`src/rtl/alu_pkg.sv`:
```
// Shared ALU definitions: divider FSM encoding and the default datapath width.
package alu_pkg;

  localparam int unsigned ALU_WIDTH = 8;

  typedef enum logic [1:0] {
    DIV_IDLE = 2'b00,
    DIV_WORK = 2'b01,
    DIV_FIX  = 2'b10,
    DIV_DONE = 2'b11
  } div_state_e;

endpackage

```
`src/rtl/seq_divider_if.sv`:
```
// Start/done handshake bundle for seq_divider; div_by_zero exists only with SEQ_DIVIDER_DBZ_EN.
interface seq_divider_if #(
  parameter int unsigned WIDTH = alu_pkg::ALU_WIDTH
);
  logic             start;
  logic [WIDTH-1:0] dividend;
  logic [WIDTH-1:0] divisor;
  logic [WIDTH-1:0] quotient;
  logic [WIDTH-1:0] remainder;
  logic             done;
`ifdef SEQ_DIVIDER_DBZ_EN
  logic             div_by_zero;
`endif

  modport master (
    output start, dividend, divisor,
    input  quotient, remainder, done
`ifdef SEQ_DIVIDER_DBZ_EN
    , input div_by_zero
`endif
  );

  modport slave (
    input  start, dividend, divisor,
    output quotient, remainder, done
`ifdef SEQ_DIVIDER_DBZ_EN
    , output div_by_zero
`endif
  );
endinterface

```
`src/rtl/divider_step.sv`:
```
// One combinational non-restoring iteration on the {P,Q} pair; P carries a guard bit.
module divider_step #(
  parameter int unsigned WIDTH = 8
) (
  input  logic signed [WIDTH:0]   p,
  input  logic        [WIDTH-1:0] q,
  input  logic        [WIDTH-1:0] d,
  output logic signed [WIDTH:0]   p_next,
  output logic        [WIDTH-1:0] q_next
);
  logic signed [WIDTH:0] p_shift;
  logic signed [WIDTH:0] d_ext;

  always_comb begin
    p_shift = {p[WIDTH-1:0], q[WIDTH-1]};
    d_ext   = {1'b0, d};
    // Negative partial remainder adds the divisor back instead of restoring.
    if (p[WIDTH]) begin
      p_next = p_shift + d_ext;
    end else begin
      p_next = p_shift - d_ext;
    end
    q_next = {q[WIDTH-2:0], ~p_next[WIDTH]};
  end
endmodule

```
`src/rtl/seq_divider.sv`:
```
// Sequential signed divider: WIDTH non-restoring iterations on magnitudes, then a sign-fix cycle.
// Optional div_by_zero flag output is enabled by defining SEQ_DIVIDER_DBZ_EN.
module seq_divider
  import alu_pkg::*;
#(
  parameter int unsigned WIDTH = ALU_WIDTH
) (
  input  logic          clk,
  input  logic          reset,
  seq_divider_if.slave  bus
);
  localparam int unsigned CW = $clog2(WIDTH);
  localparam logic [CW-1:0] LAST = CW'(WIDTH - 1);

  div_state_e state_q, state_d;

  logic signed [WIDTH:0] p_q;
  logic [WIDTH-1:0]      q_q;
  logic [WIDTH-1:0]      d_q;
  logic [WIDTH-1:0]      a_q;
  logic                  neg_a_q;
  logic                  neg_q_q;
  logic                  dbz_q;
  logic [CW-1:0]         count_q;

  logic [WIDTH-1:0]      quotient_q;
  logic [WIDTH-1:0]      remainder_q;
  logic                  done_q;

  logic signed [WIDTH:0] p_step;
  logic [WIDTH-1:0]      q_step;
  logic [WIDTH-1:0]      a_mag;
  logic [WIDTH-1:0]      b_mag;
  logic [WIDTH-1:0]      p_fix;
  logic [WIDTH-1:0]      q_res;
  logic [WIDTH-1:0]      r_res;

  divider_step #(
    .WIDTH (WIDTH)
  ) u_step (
    .p      (p_q),
    .q      (q_q),
    .d      (d_q),
    .p_next (p_step),
    .q_next (q_step)
  );

  always_comb begin
    state_d = state_q;
    unique case (state_q)
      DIV_IDLE: if (bus.start) state_d = DIV_WORK;
      DIV_WORK: if (count_q == LAST) state_d = DIV_FIX;
      DIV_FIX:  state_d = DIV_DONE;
      DIV_DONE: state_d = DIV_IDLE;
      default:  state_d = DIV_IDLE;
    endcase
  end

  always_comb begin
    // Most-negative operands wrap to 2^(WIDTH-1), which is the right unsigned magnitude.
    a_mag = bus.dividend[WIDTH-1] ? -bus.dividend : bus.dividend;
    b_mag = bus.divisor[WIDTH-1] ? -bus.divisor : bus.divisor;
    p_fix = p_q[WIDTH] ? (p_q[WIDTH-1:0] + d_q) : p_q[WIDTH-1:0];
    q_res = neg_q_q ? -q_q : q_q;
    r_res = neg_a_q ? -p_fix : p_fix;
    if (dbz_q) begin
      q_res = '1;
      r_res = a_q;
    end
  end

  always_ff @(posedge clk or posedge reset) begin
    if (reset) begin
      state_q <= DIV_IDLE;
    end else begin
      state_q <= state_d;
    end
  end

  always_ff @(posedge clk or posedge reset) begin
    if (reset) begin
      p_q         <= '0;
      q_q         <= '0;
      d_q         <= '0;
      a_q         <= '0;
      neg_a_q     <= 1'b0;
      neg_q_q     <= 1'b0;
      dbz_q       <= 1'b0;
      count_q     <= '0;
      quotient_q  <= '0;
      remainder_q <= '0;
      done_q      <= 1'b0;
    end else begin
      case (state_q)
        DIV_IDLE: begin
          done_q <= 1'b0;
          if (bus.start) begin
            q_q     <= a_mag;
            d_q     <= b_mag;
            a_q     <= bus.dividend;
            neg_a_q <= bus.dividend[WIDTH-1];
            neg_q_q <= bus.dividend[WIDTH-1] ^ bus.divisor[WIDTH-1];
            dbz_q   <= (bus.divisor == '0);
            p_q     <= '0;
            count_q <= '0;
          end
        end
        DIV_WORK: begin
          p_q     <= p_step;
          q_q     <= q_step;
          count_q <= count_q + CW'(1);
        end
        DIV_FIX: begin
          q_q <= q_res;
          p_q <= {r_res[WIDTH-1], r_res};
        end
        default: begin
          quotient_q  <= q_q;
          remainder_q <= p_q[WIDTH-1:0];
          done_q      <= 1'b1;
        end
      endcase
    end
  end

`ifdef SEQ_DIVIDER_DBZ_EN
  logic dbz_out_q;

  always_ff @(posedge clk or posedge reset) begin
    if (reset) begin
      dbz_out_q <= 1'b0;
    end else if (state_q == DIV_IDLE) begin
      dbz_out_q <= 1'b0;
    end else if (state_q == DIV_DONE) begin
      dbz_out_q <= dbz_q;
    end
  end

  assign bus.div_by_zero = dbz_out_q;
`endif

  assign bus.quotient  = quotient_q;
  assign bus.remainder = remainder_q;
  assign bus.done      = done_q;
endmodule

```
`src/flat_wrapper.sv`:
```
// flat-port wrapper written by rule: the top's interface ports become plain ports
module seq_divider_flat import alu_pkg::*;
#(
  parameter int unsigned WIDTH = ALU_WIDTH
)
  (clk, reset, bus_start, bus_dividend, bus_divisor, bus_quotient, bus_remainder, bus_done);
  seq_divider_if #(.WIDTH(WIDTH)) bus_i ();
  input  logic clk;
  input  logic reset;
  input wire logic [$bits(bus_i.start)-1:0] bus_start;
  input wire logic [$bits(bus_i.dividend)-1:0] bus_dividend;
  input wire logic [$bits(bus_i.divisor)-1:0] bus_divisor;
  output wire logic [$bits(bus_i.quotient)-1:0] bus_quotient;
  output wire logic [$bits(bus_i.remainder)-1:0] bus_remainder;
  output wire logic [$bits(bus_i.done)-1:0] bus_done;
  assign bus_i.start = bus_start;
  assign bus_i.dividend = bus_dividend;
  assign bus_i.divisor = bus_divisor;
  assign bus_quotient = bus_i.quotient;
  assign bus_remainder = bus_i.remainder;
  assign bus_done = bus_i.done;
  seq_divider #(.WIDTH(WIDTH)) u_core (.clk(clk), .reset(reset), .bus(bus_i));
endmodule
```
`config.mk`:
```
export PLATFORM = sky130hd
export DESIGN_NAME = seq_divider_flat
export DESIGN_NICKNAME = d
export VERILOG_FILES = /design/src/rtl/alu_pkg.sv /design/src/rtl/seq_divider_if.sv /design/src/rtl/divider_step.sv /design/src/rtl/seq_divider.sv /design/src/flat_wrapper.sv
export SDC_FILE = /design/constraint.sdc
export NUM_CORES = 1
export LEC_CHECK = 0
export CORE_ASPECT_RATIO = 0.9
export CORE_UTILIZATION = 29
export DETAILED_ROUTE_END_ITERATION = 12
export GPL_ROUTABILITY_DRIVEN = 0
export GPL_TIMING_DRIVEN = 0
export PLACE_DENSITY = 0.57
export SLEW_MARGIN = 20
export SYNTH_ARGS = -nofsm -noshare
export SYNTH_HDL_FRONTEND = slang
export SYNTH_SLANG_ARGS = --single-unit
```
`constraint.sdc`:
```
create_clock -name clk -period 2.6 [get_ports clk]
set_input_delay 0.65 -clock clk [delete_from_list [all_inputs] [get_ports clk]]
set_output_delay 0.65 -clock clk [all_outputs]
set_load 0.05 [all_outputs]
```
Word-level counts from Yosys, hierarchy flattened
Index checks and enable logic that the tools add are counted.
Widths: inputs -> output; s select.
- register bits after elaboration: 58
- input bits: 19
- word-level logic and storage cells: 58
- add/subtract/negate cells: 8
- eq/ne operators: 7
- mux-type cells: 18
- bitwise operators: 2
- reductions and logical operators: 11
- operator list (operator ; number):
    $mux 8 ; 8
    $neg 8->8 ; 4
    $pmux 9 s3 ; 1
    $pmux 8 s3 ; 1
    $mux 9 ; 2
    $add 9x9->9 ; 1
    $sub 9x9->9 ; 1
    $add 8x8->8 ; 1
    $logic_not 8->1 ; 1
    $pmux 2 s4 ; 1
    $reduce_and 2->1 ; 4
    $pmux 3 s2 ; 1
    $eq 2x2->1 const B ; 2
    $mux 2 ; 2
    $add 3x1->3 const B ; 1
    $eq 3x3->1 const B ; 1
    $mux 3 ; 1
    $ne 3x1->1 const B ; 1
    $reduce_and 3->1 ; 1
    $reduce_bool 3->1 ; 1
    $reduce_or 3->1 ; 1
    $eq 2x1->1 const B ; 1
    $logic_not 2->1 ; 1
    $ne 2x1->1 const B ; 1
    other kinds (6) ; 6

Logic depth before layout (Yosys ltp)
- depth after elaboration: 6
- gate-level depth with buffers: 12

Modules after synthesis
A second synthesis with hierarchy kept.
- cell total of the unflattened synthesis: 459
- area, all modules: 4131.5 um2
- by module, submodules not included (module ; instances ; cells each ; area an instance (um2)):
    seq_divider ; 1 ; 381 ; 3540.9
    divider_step ; 1 ; 78 ; 590.6

Worst setup path after synthesis
OpenSTA, ideal clock, no wires.
- path type: flip-flop to flip-flop
- from: register u_core.p_q[8]
- to: register u_core.p_q[5]
- library setup time: 0.126 ns
- arrival time: 2.558 ns
- slack: -0.084 ns
- cell stages (with the launch flop): 12
- buffers on the path: 2
- clock period less this slack: 2.684 ns
- cell sequence: dfrtp_1 buf_6 clkbuf_1 mux2_2 ha_1 a21o_1 a21oi_1 o21ai_1 a21oi_1 xor2_1 o21ai_0 a221o_1
- longest elaborated chain between the ends: 5
- elaborated cells between the ends (all ways): 6
- those cells by class: 1 x add/sub; 5 x mux
- RTL lines (element ; line ; text):
    start, declared ; seq_divider.sv:17 ; logic signed [WIDTH:0] p_q;
    start signal, assigned ; seq_divider.sv:109 ; p_q <= p_step;
    start signal, assigned ; seq_divider.sv:115 ; p_q <= {r_res[WIDTH-1], r_res};
    $mux 8 ; seq_divider.sv:63 ; p_fix = p_q[WIDTH] ? (p_q[WIDTH-1:0] + d_q) : p_q[WIDTH-1:0];
    $neg 8->8 ; seq_divider.sv:65 ; r_res = neg_a_q ? -p_fix : p_fix;
    $mux 8 ; seq_divider.sv:65 ;
    $mux 8 ; seq_divider.sv:66 ; if (dbz_q) begin
    $pmux 9 s3 (*) ; seq_divider.sv:94 ; case (state_q)
Mark *: on every way between the ends. The rest lies on a longest branch, timed or not.
A chain may end at the register's enable or synchronous reset.

Worst setup path after layout
- from: register u_core.d_q[5]
- to: register u_core.q_q[0]
- longest elaborated chain between the ends: 4
- elaborated cells between the ends (all ways): 5
- those cells by class: 2 x add/sub; 2 x mux; 1 x bitwise
- RTL lines (element ; line ; text):
    start, declared ; seq_divider.sv:19 ; logic [WIDTH-1:0] d_q;
    start signal, assigned ; seq_divider.sv:99 ; d_q <= b_mag;
    $sub 9x9->9 or $add 9x9->9 (tied branches) ; divider_step.sv:21, divider_step.sv:19 ;
    $mux 9 (*) ; divider_step.sv:18 ; if (p[WIDTH]) begin
    $not 1->1 (*) ; divider_step.sv:23 ; q_next = {q[WIDTH-2:0], ~p_next[WIDTH]};
    $pmux 8 s3 (*) ; seq_divider.sv:94 ;
    end signal, assigned ; seq_divider.sv:98 ; q_q <= a_mag;
    end signal, assigned ; seq_divider.sv:110 ; q_q <= q_step;
    end signal, assigned ; seq_divider.sv:114 ; q_q <= q_res;
    end, declared ; seq_divider.sv:18 ; logic [WIDTH-1:0] q_q;
Marks and branches as above.

==> results_dict.tcl <==
set metrics [dict create \
    outcome "finished, violations left" \
    violations "setup timing" \
    finClkSkew_ns 0.005719 \
    setup_viol_count_final 2 \
    grt_max_degree 58 \
    avgRoutedWirePerCell_um 16.94 \
    required_ns 2.81 \
    whs_ns 0.4940 \
    grt_usage_pct 16.55 \
    seqCellArea_um2 1434 \
    fin_ws_ns -0.1603 \
    grt_overflow_total 0 \
    fin_area_um2 5388 \
    power_density_nw_per_um2 1504 \
    arrival_ns 2.97 \
    yosysSeqAreaShare_pct 35.25 \
    crit_family "simple AND/OR/NAND/NOR gates" \
    multi_input_area_um2 2675 \
    insertion_delay_ns 0.32 \
    yosysWarnings 0 \
    holdBufCountCts 0 \
    critPathLaunchType "flop" \
    finalPower_uw 8102 \
    pwr-share-seq_pct 20.5 \
    finalCritPeriodShare_pct 106.2 \
    p_leak_uw 0.002282 \
    cp.depth 12 \
    dr.pass1.iters 5 \
    io_buffers 33 \
    path_buf_inv 5 \
    ant_nets 0 \
    maxCapViolations 0 \
    remaining_drc_errors 0 \
    drv_slew 0 \
    netSwitchingPower_uw 3731 \
    final_nets 564 \
    r2r_start "u_core.d_q[5]$_DFFE_PP0P_" \
    yosysTopAreaCellShare_pct 35.25 \
    layout-drive-gt1-share_pct 24.33 \
    synthFlopType "dfrtp_1" \
    rows 40 \
    path_class "flop to flop" \
    nFillCells 1285 \
    fmax_ghz 0.3623 \
    cts-root-buf "clkbuf_16" \
    die_h_um 114.1 \
    htree_levels 3 \
    clkSlewWorstSetupHoldPaths_ns 0.05 \
    n_antenna_cell 0 \
    via_count 3636 \
    drt-vias-per-instance 5.270 \
    die-area_um2 14430 \
    cts-buffers-inserted 9 \
    fin_crit_ns 2.760 \
    crit_path_start "u_core.d_q[5]$_DFFE_PP0P_" \
    avgSynthCellArea_um2 8.952 \
    swShare_pct 46.05 \
    worst-slew-pin-transition_ns 0.7238 \
    hpwl_um 8165 \
    syn_nets 499 \
    place_area_um2 4591 \
    antenna_found_initial 0 \
    ir_drop_v 0.0004622 \
    crit_top_cell "buf_4" \
    core-area_um2 13460 \
    synth.area.top_cells "dfrtp_1 35%, ha_1 8.0%, mux2_2 6.4%" \
    syn_inst 452 \
    p_clk_share_pct 16.1 \
    floorplan.initialDensity_pct 30.06 \
    dieWidth_um 126.5 \
    synth_edf_count 0 \
    areaGrowthSynthToFinish_pct 33.15 \
    regToRegSetupSlack_ns -0.16 \
    grt_pass1_vias 3685 \
    cts_sinks 57 \
    critPathSlowestCell "or4_4" \
    cp-end-kind "flop" \
    r2r_end "u_core.q_q[0]$_DFFE_PP0P_" \
    rsz0062_at_grt "true" \
    slew_headroom_pct 51.75 \
    worstPathMaxFanout 2 \
    drt_wl_total_um 11690 \
    ys_types 62 \
    pin_count 36 \
    hp-class "flop to flop" \
    critPathMaxStageDelay_ns 0.58 \
    yosysTopAreaCell "dfrtp_1" \
    syn_area_um2 4046 \
    ys_seq_elements 57 \
    worstSetupEndpoint "u_core.q_q[0]$_DFFE_PP0P_" \
    hold_violations 0 \
    power.internal_uw 4371 \
    clk_path_buf_depth 2 \
    drtIter0Drc 312 \
    path_cells "or4_4 > nor2_4 > buf_4 > buf_4 > buf_4 > buf_4 > buf_4 > a31oi_1 > xor2_1 > and3_4 > o311ai_2 > a22o_1" \
    synthArstFlopShare_pct 100.0 \
    rr_worst_depth 12 \
    cts_tree "done" \
    grt_pass1_wl_um 18710 \
    combPwrFrac_pct 63.5 \
]
## worst reg2reg max path, delay by kind of cell, from the launching register on
kind                   cells  cell delay (ns)
AND/OR/NAND/NOR            3             0.97
AO/OA/AOI/OAI              3             0.43
flip-flops                 1             0.42
XOR/XNOR                   1             0.35
buffers and inverters      5             0.47
## cell families after synthesis
logic type / after synthesis / synth area share, %
simple gates: 134 / 15.46
compound gates: 123 / 19.54
flops: 57 / 35.25
buf+inv: 48 / 5.720
xor+xnor: 34 / 7.359
mux: 28 / 7.638
fa+ha+maj: 28 / 9.029
## routing by layer
metal | wire length [µm] | vias to the layer above | global-route usage [%] | part of all wire [%]
li1 | - | 1737 | - | -
met1 | 5446 | 1740 | 21.97 | 47
met2 | 5249 | 132 | 26.52 | 45
met3 | 724 | 27 | 3.785 | 6.2
met4 | 265 | 0 | 5.703 | 2.3
met5 | 0 | - | 0 | 0
## synth_stat cells (3+ instances only)
master    number
nor3_1        11
dfrtp_1       57
mux2_2        23
nand2_1       58
o31ai_1        4
nor2b_1        6
a22o_1         4
nand3_1       12
o21ai_1       14
ha_1          26
xnor2_1       15
nand2b_1       6
a21oi_1       18
o21ai_0       42
a31oi_1        6
clkbuf_8       3
a22oi_1        3
a32o_1         3
xor2_1        19
mux2i_1        5
a211oi_1       3
nor2_1        21
a21o_1         3
nor4_1         4
clkbuf_1      13
inv_1         25
## registers in the layout, indices dropped and copies added (netlist names)
register and flops:
u_core.state_q 2, u_core.bus.quotient 8, u_core.a_q 7, u_core.neg_a_q 1, u_core.q_q 8, u_core.d_q 8, u_core.count_q 3, u_core.neg_q_q 1
u_core.dbz_q 1, u_core.bus.remainder 8, u_core.bus.done 1, u_core.p_q 9
## how the worst min path moves through the flow
stage / start / cells after the start / end
after floorplan: u_core.a_q[0]$_DFFE_PP0P_ / 2 / u_core.a_q[0]$_DFFE_PP0P_
after global placement: u_core.a_q[1]$_DFFE_PP0P_ / 2 / u_core.a_q[1]$_DFFE_PP0P_
after detailed placement: u_core.neg_q_q$_DFFE_PP0P_ / 2 / u_core.neg_q_q$_DFFE_PP0P_
after CTS: u_core.neg_q_q$_DFFE_PP0P_ / 2 / u_core.neg_q_q$_DFFE_PP0P_
after global routing: u_core.a_q[5]$_DFFE_PP0P_ / 1 / u_core.a_q[5]$_DFFE_PP0P_
final: u_core.neg_q_q$_DFFE_PP0P_ / 2 / u_core.neg_q_q$_DFFE_PP0P_
## power by group through the flow
stage	clock network [µW]	logic (µW)	registers, µW
6_report	1300	5140	1660
4_1_cts	1320	4640	1640
5_1_grt	1370	5610	1720
2_1_floorplan	0	2770	1980
3_5_place_dp	0	4210	1680
3_3_place_gp	0	4120	1660
## placed cells by master, fill, tap and decap left out, types with 4 or more instances in the layout
| cell | instances |
|---|---|
| dfrtp_2 | 6 |
| mux2i_1 | 5 |
| o21ai_1 | 14 |
| a31oi_1 | 5 |
| inv_1 | 22 |
| a22o_1 | 4 |
| nor2_1 | 16 |
| dfrtp_1 | 51 |
| nand2b_1 | 6 |
| a21oi_2 | 6 |
| ha_4 | 4 |
| nor2_2 | 4 |
| clkdlybuf4s50_1 | 33 |
| clkbuf_16 | 9 |
| xnor2_1 | 14 |
| nor3_1 | 10 |
| nand2_1 | 57 |
| ha_1 | 19 |
| clkbuf_8 | 5 |
| a21oi_1 | 12 |
| nor2b_1 | 5 |
| nand3_1 | 12 |
| mux2_2 | 22 |
| buf_4 | 23 |
| o21ai_0 | 39 |
| xor2_1 | 19 |
| clkbuf_1 | 12 |
## final cells by class
type | instances | area share (%)
multi-input combinational | 347 | 49.65
sequential | 57 | 26.61
timing repair buffer | 55 | 9.196
clock buffer | 12 | 4.761
tap | 168 | 3.902
buffer | 21 | 2.624
inverter | 26 | 1.858
clock inverter | 4 | 1.393
## timing repair
action                                  in CTS  in global routing
setup buffers                               16                  6
pin swaps                                   13                 27
gates resized for setup                     27                 40
cloned                                       0                  0
endpoints found under the setup margin       6                 14
## metrics by stage
stage / util (%) / setup TNS [ns] / std cells / worst slack [ns]
final: 40.02 / -0.2289 / 690 / -0.1603
after global routing: 40.02 / -0.4708 / 690 / -0.1364
after CTS: 38.23 / -0.003581 / 685 / -0.002820
after detailed placement: 34.10 / -1.770 / 653 / -0.2250
after global placement: 34.08 / -31.27 / 653 / -0.5233
after floorplan: - / 0 / 452 / 0.04288
Note: power is estimated with default switching activity, not from simulation.
